`config.mk`:
```
export PLATFORM = sky130hd
export DESIGN_NAME = schedule_queue
export DESIGN_NICKNAME = d
export VERILOG_FILES = /design/src/rtl/schedule_queue.sv
export SDC_FILE = /design/constraint.sdc
export NUM_CORES = 1
export LEC_CHECK = 0
export ABC_AREA = 1
export CAP_MARGIN = 20
export CORE_MARGIN = 2
export CORE_UTILIZATION = 60
export CTS_BUF_LIST = sky130_fd_sc_hd__clkbuf_4 sky130_fd_sc_hd__clkbuf_8
export CTS_CLUSTER_DIAMETER = 80
export CTS_CLUSTER_SIZE = 30
export DETAILED_ROUTE_END_ITERATION = 10
export PLACE_DENSITY = 0.86
export SYNTH_ARGS = -nofsm -noshare
export SYNTH_HDL_FRONTEND = slang
export SYNTH_SLANG_ARGS = --single-unit
```
`constraint.sdc`:
```
create_clock -name clk -period 11 [get_ports clk]
set_clock_uncertainty 0.05 [all_clocks]
set_input_delay 2.75 -clock clk [delete_from_list [all_inputs] [get_ports clk]]
set_output_delay 2.75 -clock clk [all_outputs]
set_load 0.03 [all_outputs]
```
`src/rtl/schedule_queue.sv`:
```
// schedule_queue: a FIFO of decoded instruction bundles between decode stage 2
// (check_*) and execute (schedule_*). It has valid/ready handshakes on both
// sides. flush discards every entry. stall and mem_wait freeze the head but do
// not block enqueue. count and almost_full let the front end throttle fetch.
module schedule_queue #(
  parameter int DEPTH    = 4,
  parameter int XLEN     = 32,
  parameter int AF_LEVEL = DEPTH - 1
) (
  input  logic                        clk,
  input  logic                        rst_n,
  input  logic                        flush,
  input  logic                        stall,
  input  logic                        mem_wait,

  input  logic                        check_valid,
  output logic                        check_ready,
  input  logic [XLEN-1:0]             check_pc,
  input  logic [6:0]                  check_opcode,
  input  logic [4:0]                  check_rd,
  input  logic [11:0]                 check_csr,
  input  logic [2:0]                  check_funct3,
  input  logic [6:0]                  check_funct7,
  input  logic [XLEN-1:0]             check_imm,

  output logic                        schedule_valid,
  input  logic                        schedule_ready,
  output logic [XLEN-1:0]             schedule_pc,
  output logic [6:0]                  schedule_opcode,
  output logic [4:0]                  schedule_rd,
  output logic [11:0]                 schedule_csr,
  output logic [2:0]                  schedule_funct3,
  output logic [6:0]                  schedule_funct7,
  output logic [XLEN-1:0]             schedule_imm,

  output logic [$clog2(DEPTH):0]      count,
  output logic                        almost_full
);

  localparam int PTR_W = $clog2(DEPTH);
  localparam int CNT_W = PTR_W + 1;

  // One decoded bundle, stored as a single word per entry.
  typedef struct packed {
    logic [XLEN-1:0] pc;
    logic [6:0]      opcode;
    logic [4:0]      rd;
    logic [11:0]     csr;
    logic [2:0]      funct3;
    logic [6:0]      funct7;
    logic [XLEN-1:0] imm;
  } bundle_t;

  bundle_t            entries [DEPTH];
  logic [PTR_W-1:0]   rd_ptr;
  logic [PTR_W-1:0]   wr_ptr;
  logic [CNT_W-1:0]   occ;

  bundle_t            in_bundle;
  bundle_t            head;
  logic               push;
  logic               pop;

  // Readiness and validity depend only on registered occupancy. A full queue
  // therefore refuses an offer even when the head leaves in the same cycle.
  // This keeps check_ready free of any path from schedule_ready.
  assign check_ready    = (occ != CNT_W'(DEPTH));
  assign schedule_valid = (occ != '0);

  // Neither handshake fires while flush is high. Full and empty gate push and
  // pop, so occupancy cannot overflow or underflow.
  assign push = check_valid && check_ready && !flush;
  assign pop  = schedule_valid && schedule_ready && !stall && !mem_wait;

  assign in_bundle = '{
    pc:     check_pc,
    opcode: check_opcode,
    rd:     check_rd,
    csr:    check_csr,
    funct3: check_funct3,
    funct7: check_funct7,
    imm:    check_imm
  };

  // Write the offered bundle into the tail slot on an accepted push.
  // NOTE: entry storage has no reset. Empty slots are never observable,
  // because the output mux drives zeros whenever the queue is empty, so a
  // reset here would only add fan-out on a wide array.
  always_ff @(posedge clk) begin
    if (push) begin
      entries[wr_ptr] <= in_bundle;
    end
  end

  // Pointer and occupancy bookkeeping. Priority is reset, then flush, then the
  // handshakes.
  // NOTE: every register here uses non-blocking assignment. Each branch then
  // reads the pre-edge values of rd_ptr, wr_ptr and occ, whatever the
  // statement order.
  always_ff @(posedge clk) begin
    if (!rst_n) begin
      rd_ptr <= '0;
      wr_ptr <= '0;
      occ    <= '0;
    end else if (flush) begin
      rd_ptr <= '0;
      wr_ptr <= '0;
      occ    <= '0;
    end else begin
      if (push) begin
        wr_ptr <= wr_ptr + PTR_W'(1);
      end
      if (pop) begin
        rd_ptr <= rd_ptr + PTR_W'(1);
      end
      unique case ({push, pop})
        2'b10:   occ <= occ + CNT_W'(1);
        2'b01:   occ <= occ - CNT_W'(1);
        default: occ <= occ;
      endcase
    end
  end

  // Present the head entry when the queue is valid. Otherwise present an
  // all-zero bubble.
  // NOTE: head is given its default before the conditional. Every path then
  // assigns it, so no latch is inferred.
  always_comb begin
    head = '0;
    if (schedule_valid) begin
      head = entries[rd_ptr];
    end
  end

  assign schedule_pc     = head.pc;
  assign schedule_opcode = head.opcode;
  assign schedule_rd     = head.rd;
  assign schedule_csr    = head.csr;
  assign schedule_funct3 = head.funct3;
  assign schedule_funct7 = head.funct7;
  assign schedule_imm    = head.imm;

  assign count       = occ;
  assign almost_full = (occ >= CNT_W'(AF_LEVEL));

endmodule

```
== Word-level counts from Yosys, hierarchy flattened ==
Memory sizes are Yosys's and may differ from the RTL's. A register that Yosys moved wholly into a read port is not among the register bits.
Index checks and enable logic that the tools add are counted.
Widths: inputs -> output; s select.

* Register bits: 7
* Bits in writable memories: 392
* Output and inout port bits: 104
* Logic and storage cells: 30
* Memories: 1

{| class="wikitable"
|+ Memory list
! memory !! words !! bits a word !! read ports !! clocked after memory_dff !! write ports !! line !! text
|-
| entries || 4 || 98 || 1 || 1 || 1 || 54 || <nowiki>bundle_t entries [DEPTH];</nowiki>
|}

* Add/subtract/negate cells: 4
* Order comparisons: 1
* Equal/unequal tests: 3
* Mux-type cells: 6
* Bitwise gates (word level): 1
* Reductions and logical operators: 11

{| class="wikitable"
|+ Operators with widths
! operator !! count
|-
| $mux 98 || 1
|-
| $pmux 3 s2 || 1
|-
| $logic_and 1x1->1 || 5
|-
| $add 2x1->2 const B || 2
|-
| $mux 2 || 2
|-
| $add 3x1->3 const B || 1
|-
| $ge 3x2->1 const B || 1
|-
| $logic_not 1->1 || 3
|-
| $ne 3x3->1 const B || 1
|-
| $reduce_bool 3->1 || 1
|-
| $sub 3x1->3 const B || 1
|-
| $eq 2x1->1 const B || 1
|-
| $eq 2x2->1 const B || 1
|-
| $mux 1 || 2
|-
| $reduce_bool 2->1 || 1
|-
| $reduce_or 2->1 || 1
|-
| $not 1->1 || 1
|}

== Depth between registers and ports, before layout ==
* Word-level depth: 6
* Gate-level depth with buffers: 14
* Gate-level depth less buffers: 14

== Least setup slack after synthesis ==
OpenSTA, ideal clock, no wires.

* Path kind: input port to flip-flop
* From: input check_valid
* To: memory entries[0][0] in the netlist's numbering (enable)
* Data arrival time: 7.141 ns
* Data required time: 10.394 ns
* Slack: 3.253 ns
* Stages: 4
* Cells stage by stage: inv_1 > nor2_1 > nand2_1 > nor2_1

* Word-level cells in the longest chain between the ends: 4

{| class="wikitable"
|+ RTL lines
! what !! line !! text
|-
| start, declared || 16 || <nowiki>input logic check_valid,</nowiki>
|-
| $logic_and 1x1->1 (2 in series) || 72 || <nowiki>assign push = check_valid && check_ready && !flush;</nowiki>
|-
| $mux 1 || 90 || <nowiki>if (push) begin</nowiki>
|-
| $mux 1 (implied by the code) || 91 || <nowiki>entries[wr_ptr] <= in_bundle;</nowiki>
|-
| end, declared || 54 ||
|}

Every way passes these cells.

==> impl_metrics.csv <==
group,metric,value,unit
status,status,"finished clean",
sta,finalSetupViolCount,0,
final_layout,fillers,1677,
synthesis,synth_compound_area_share,9.60,%
grt,grt.total_usage,23.7,%
clock_network,h-tree-depth,1,
synthesis,synth_cell_type_count,20,
final_layout,layout_commonest_cell,"nor2_1",
synthesis,synth_mux_area_share,0,%
drt,wl_met2,16200,um
drt,drt_iter0_drc,1140,
worst_setup_path,path_max_fanout,105,
synthesis,syn_avg_cell_area,12.7,um^2
worst_setup_path,r2r_cells,6,
final_layout,stdcell_count,1739,
floorplan,num_rows,59,
synthesis,synthCells,1229,
sta,finalHoldViolCount,0,
final_layout,drive_gt1_share,3.43,%
hold_path,min_to,"count[0]",
floorplan,die_area,0.0274,mm^2
grt,gr-total-overflow,0,
floorplan,fp.dieH,165,um
clock_network,cts_root_buf,"clkbuf_8",
clock_network,hold_buffers,0,
clock_network,cts_resized,0,
sta,whs,0.440,ns
final_layout,synthToLayoutAreaGrowth,16.5,%
placed_design,hpwl,19000,um
sta,worst_pin_slew,1.10,ns
clock_network,cts_tree,"done",
sta,min_period,6.88,ns
clock_network,postCtsSetupBuffers,0,
sta,clock.fmax,145,MHz
final_layout,fin_area,0.0182,mm^2
drt,totalWireLength,33200,um
worst_setup_path,cp.required,8.20,ns
synthesis,yosys_register_bits,401,
synthesis,synth_adder_area_share,0.528,%
drt,num_vias,9968,
grt,grt_pass1_wl,49700,um
synthesis,synthXorXnorAreaFrac,0.0560,%
worst_setup_path,path_class,"register to primary output",
power,p_per_area,137,mW/mm^2
worst_setup_path,rr_endpoint,"entries[1][22]",
worst_setup_path,worst_ep_arrival_time,4.08,ns
drt,first_pass_iters,5,
drt,maxUsedRoutingLayer,"met5",
clock_network,clkSlewWorstSetupHoldPaths,0.15,ns
drt,met3_length,3060,um
synthesis,synth_nets,1340,
clock_network,clockBufferDepth,3,
final_layout,final_cell_mix,"nor2_1, edfxtp_1, clkdlybuf4s50_1, o21ai_0, a21oi_1",
flow_run,cap_violations,0,
final_layout,layout.nets,1506,
clock_network,clock-sinks,401,
clock_network,clock_latency,0.56,ns
drt,vias_per_cell,5.73,
placed_design,placed_area,0.0179,mm^2
synthesis,seq_area_frac_synth,76.5,%
grt,antenna_found_initial,4,
drt,drc,0,
sta,period_share,62.6,%
worst_setup_path,r2r-start,"count[1]",
hold_path,hold_path_depth,1,
hold_path,hp-start,"count[0]",
placed_design,numPortBuffers,208,
placed_design,gp_routability_congestion,0.764,
synthesis,synth-simple-area-share,10.3,%
sta,finalSetupTns,0,ns
sta,finalMaxSlewViolations,0,
placed_design,dp_cells,1711,
drt,wl_per_cell,19.1,um
floorplan,io_pins,209,
floorplan,die_w,165,um
power,ir_drop,0.0788,mV
grt,grt_pass1_vias,9805,
worst_setup_path,r2r_slack,8.06,ns
synthesis,syn_area,0.0156,mm^2
synthesis,synth_top_family_by_area,"simple AND/OR/NAND/NOR gates",
final_layout,final_core_util,70.5,%
floorplan,initial_core_util,60.5,%
clock_network,cts_buffers,17,
drt,met1Wirelength,13200,um
power,power.leakage,0.00601,uW
synthesis,yosys_warnings,0,
sta,slew_headroom,26.6,%
drt,postRouteAntennaNets,0,
worst_setup_path,setup.worst_path.end_class,"primary output",
worst_setup_path,cp-start-kind,"register",
sta,rsz0062_at_grt,"false",
hold_path,hold_path_class,"register to register",
grt,grt_max_degree,106,
floorplan,coreArea,0.0258,mm^2
## layer usage
layer	vias to the layer above	GRT usage, %
met5	-	0
met4	2	7.33
met3	52	4.82
met2	452	40.0
met1	4819	31.4
li1	4643	-
## cells by family (layout without fill, tap and decap cells)
group | after synthesis | in the layout
XOR/XNOR | 1 | 1
buffers and inverters | 94 | 266
flip-flops | 401 | 401
AO/OA/AOI/OAI | 300 | 300
adder cells (fa/ha/maj) | 6 | 6
other | 0 | 3
AND/OR/NAND/NOR | 427 | 427
## synthesized netlist by cell type
master / instances / share of area, %
buf_1: 1 / 0.024
o21ai_0: 107 / 3.4
buf_4: 15 / 0.72
fa_1: 1 / 0.13
inv_1: 17 / 0.41
nand3_2: 1 / 0.064
clkbuf_2: 14 / 0.45
xor2_1: 1 / 0.056
ha_1: 5 / 0.40
inv_2: 3 / 0.072
clkbuf_1: 25 / 0.60
nor2_1: 409 / 9.8
nand2_1: 14 / 0.34
edfxtp_1: 392 / 75
nand3_1: 3 / 0.096
a21oi_1: 101 / 3.2
o21ai_1: 92 / 2.9
buf_6: 4 / 0.29
buf_2: 15 / 0.48
dfxtp_1: 9 / 1.2
## how the worst max path moves through the flow
| stage | start | end | slack, ns | cells after the start |
|---|---|---|---|---|
| 3_5_place_dp | register | schedule_pc[10] | 4.65 | 5 |
| 6_report | register | schedule_opcode[1] | 4.12 | 5 |
| 4_1_cts | register | schedule_pc[10] | 4.03 | 5 |
| 2_1_floorplan | check_valid | entries[0][0] | 3.25 | 4 |
| 3_3_place_gp | register | schedule_imm[2] | 4.74 | 5 |
| 5_1_grt | register | schedule_opcode[1] | 3.74 | 5 |
## report_power, final
| part | internal, uW | switching, uW | total [uW] |
|---|---|---|---|
| registers | 1700 | 7.10 | 1710 |
| logic | 76.0 | 112 | 188 |
| clock network | 191 | 406 | 597 |
## state kept, by name, indices dropped and copies added (netlist names), named ones only
name,cells
rd_ptr,2
wr_ptr,2
count,3
entries,392
## through the flow
step	setup slack [ns]	total power [uW]
final	4.12	2490
after global routing	3.74	2560
after CTS	4.03	2500
after detailed placement	4.65	1930
after global placement	4.74	1920
after floorplan	3.25	1830
## worst max-delay path, stage by stage, from the launching register on
cell	delay, ns
dfxtp_4	0.66
inv_4	0.81
buf_4	0.80
o21ai_0	0.20
a21oi_1	0.27
clkdlybuf4s50_1	0.73
## area by class of cell
class | instances | area [um^2] | area share (%)
tap | 335 | 419 | 2.30
inverter | 20 | 80.1 | 0.440
sequential | 401 | 12000 | 65.7
clock buffer | 22 | 272 | 1.49
multi-input combinational | 734 | 3240 | 17.8
timing repair buffer | 221 | 2180 | 12.0
clock inverter | 3 | 53.8 | 0.296
antenna | 3 | 7.51 | 0.0412
Note: power is estimated with default switching activity, not from simulation.
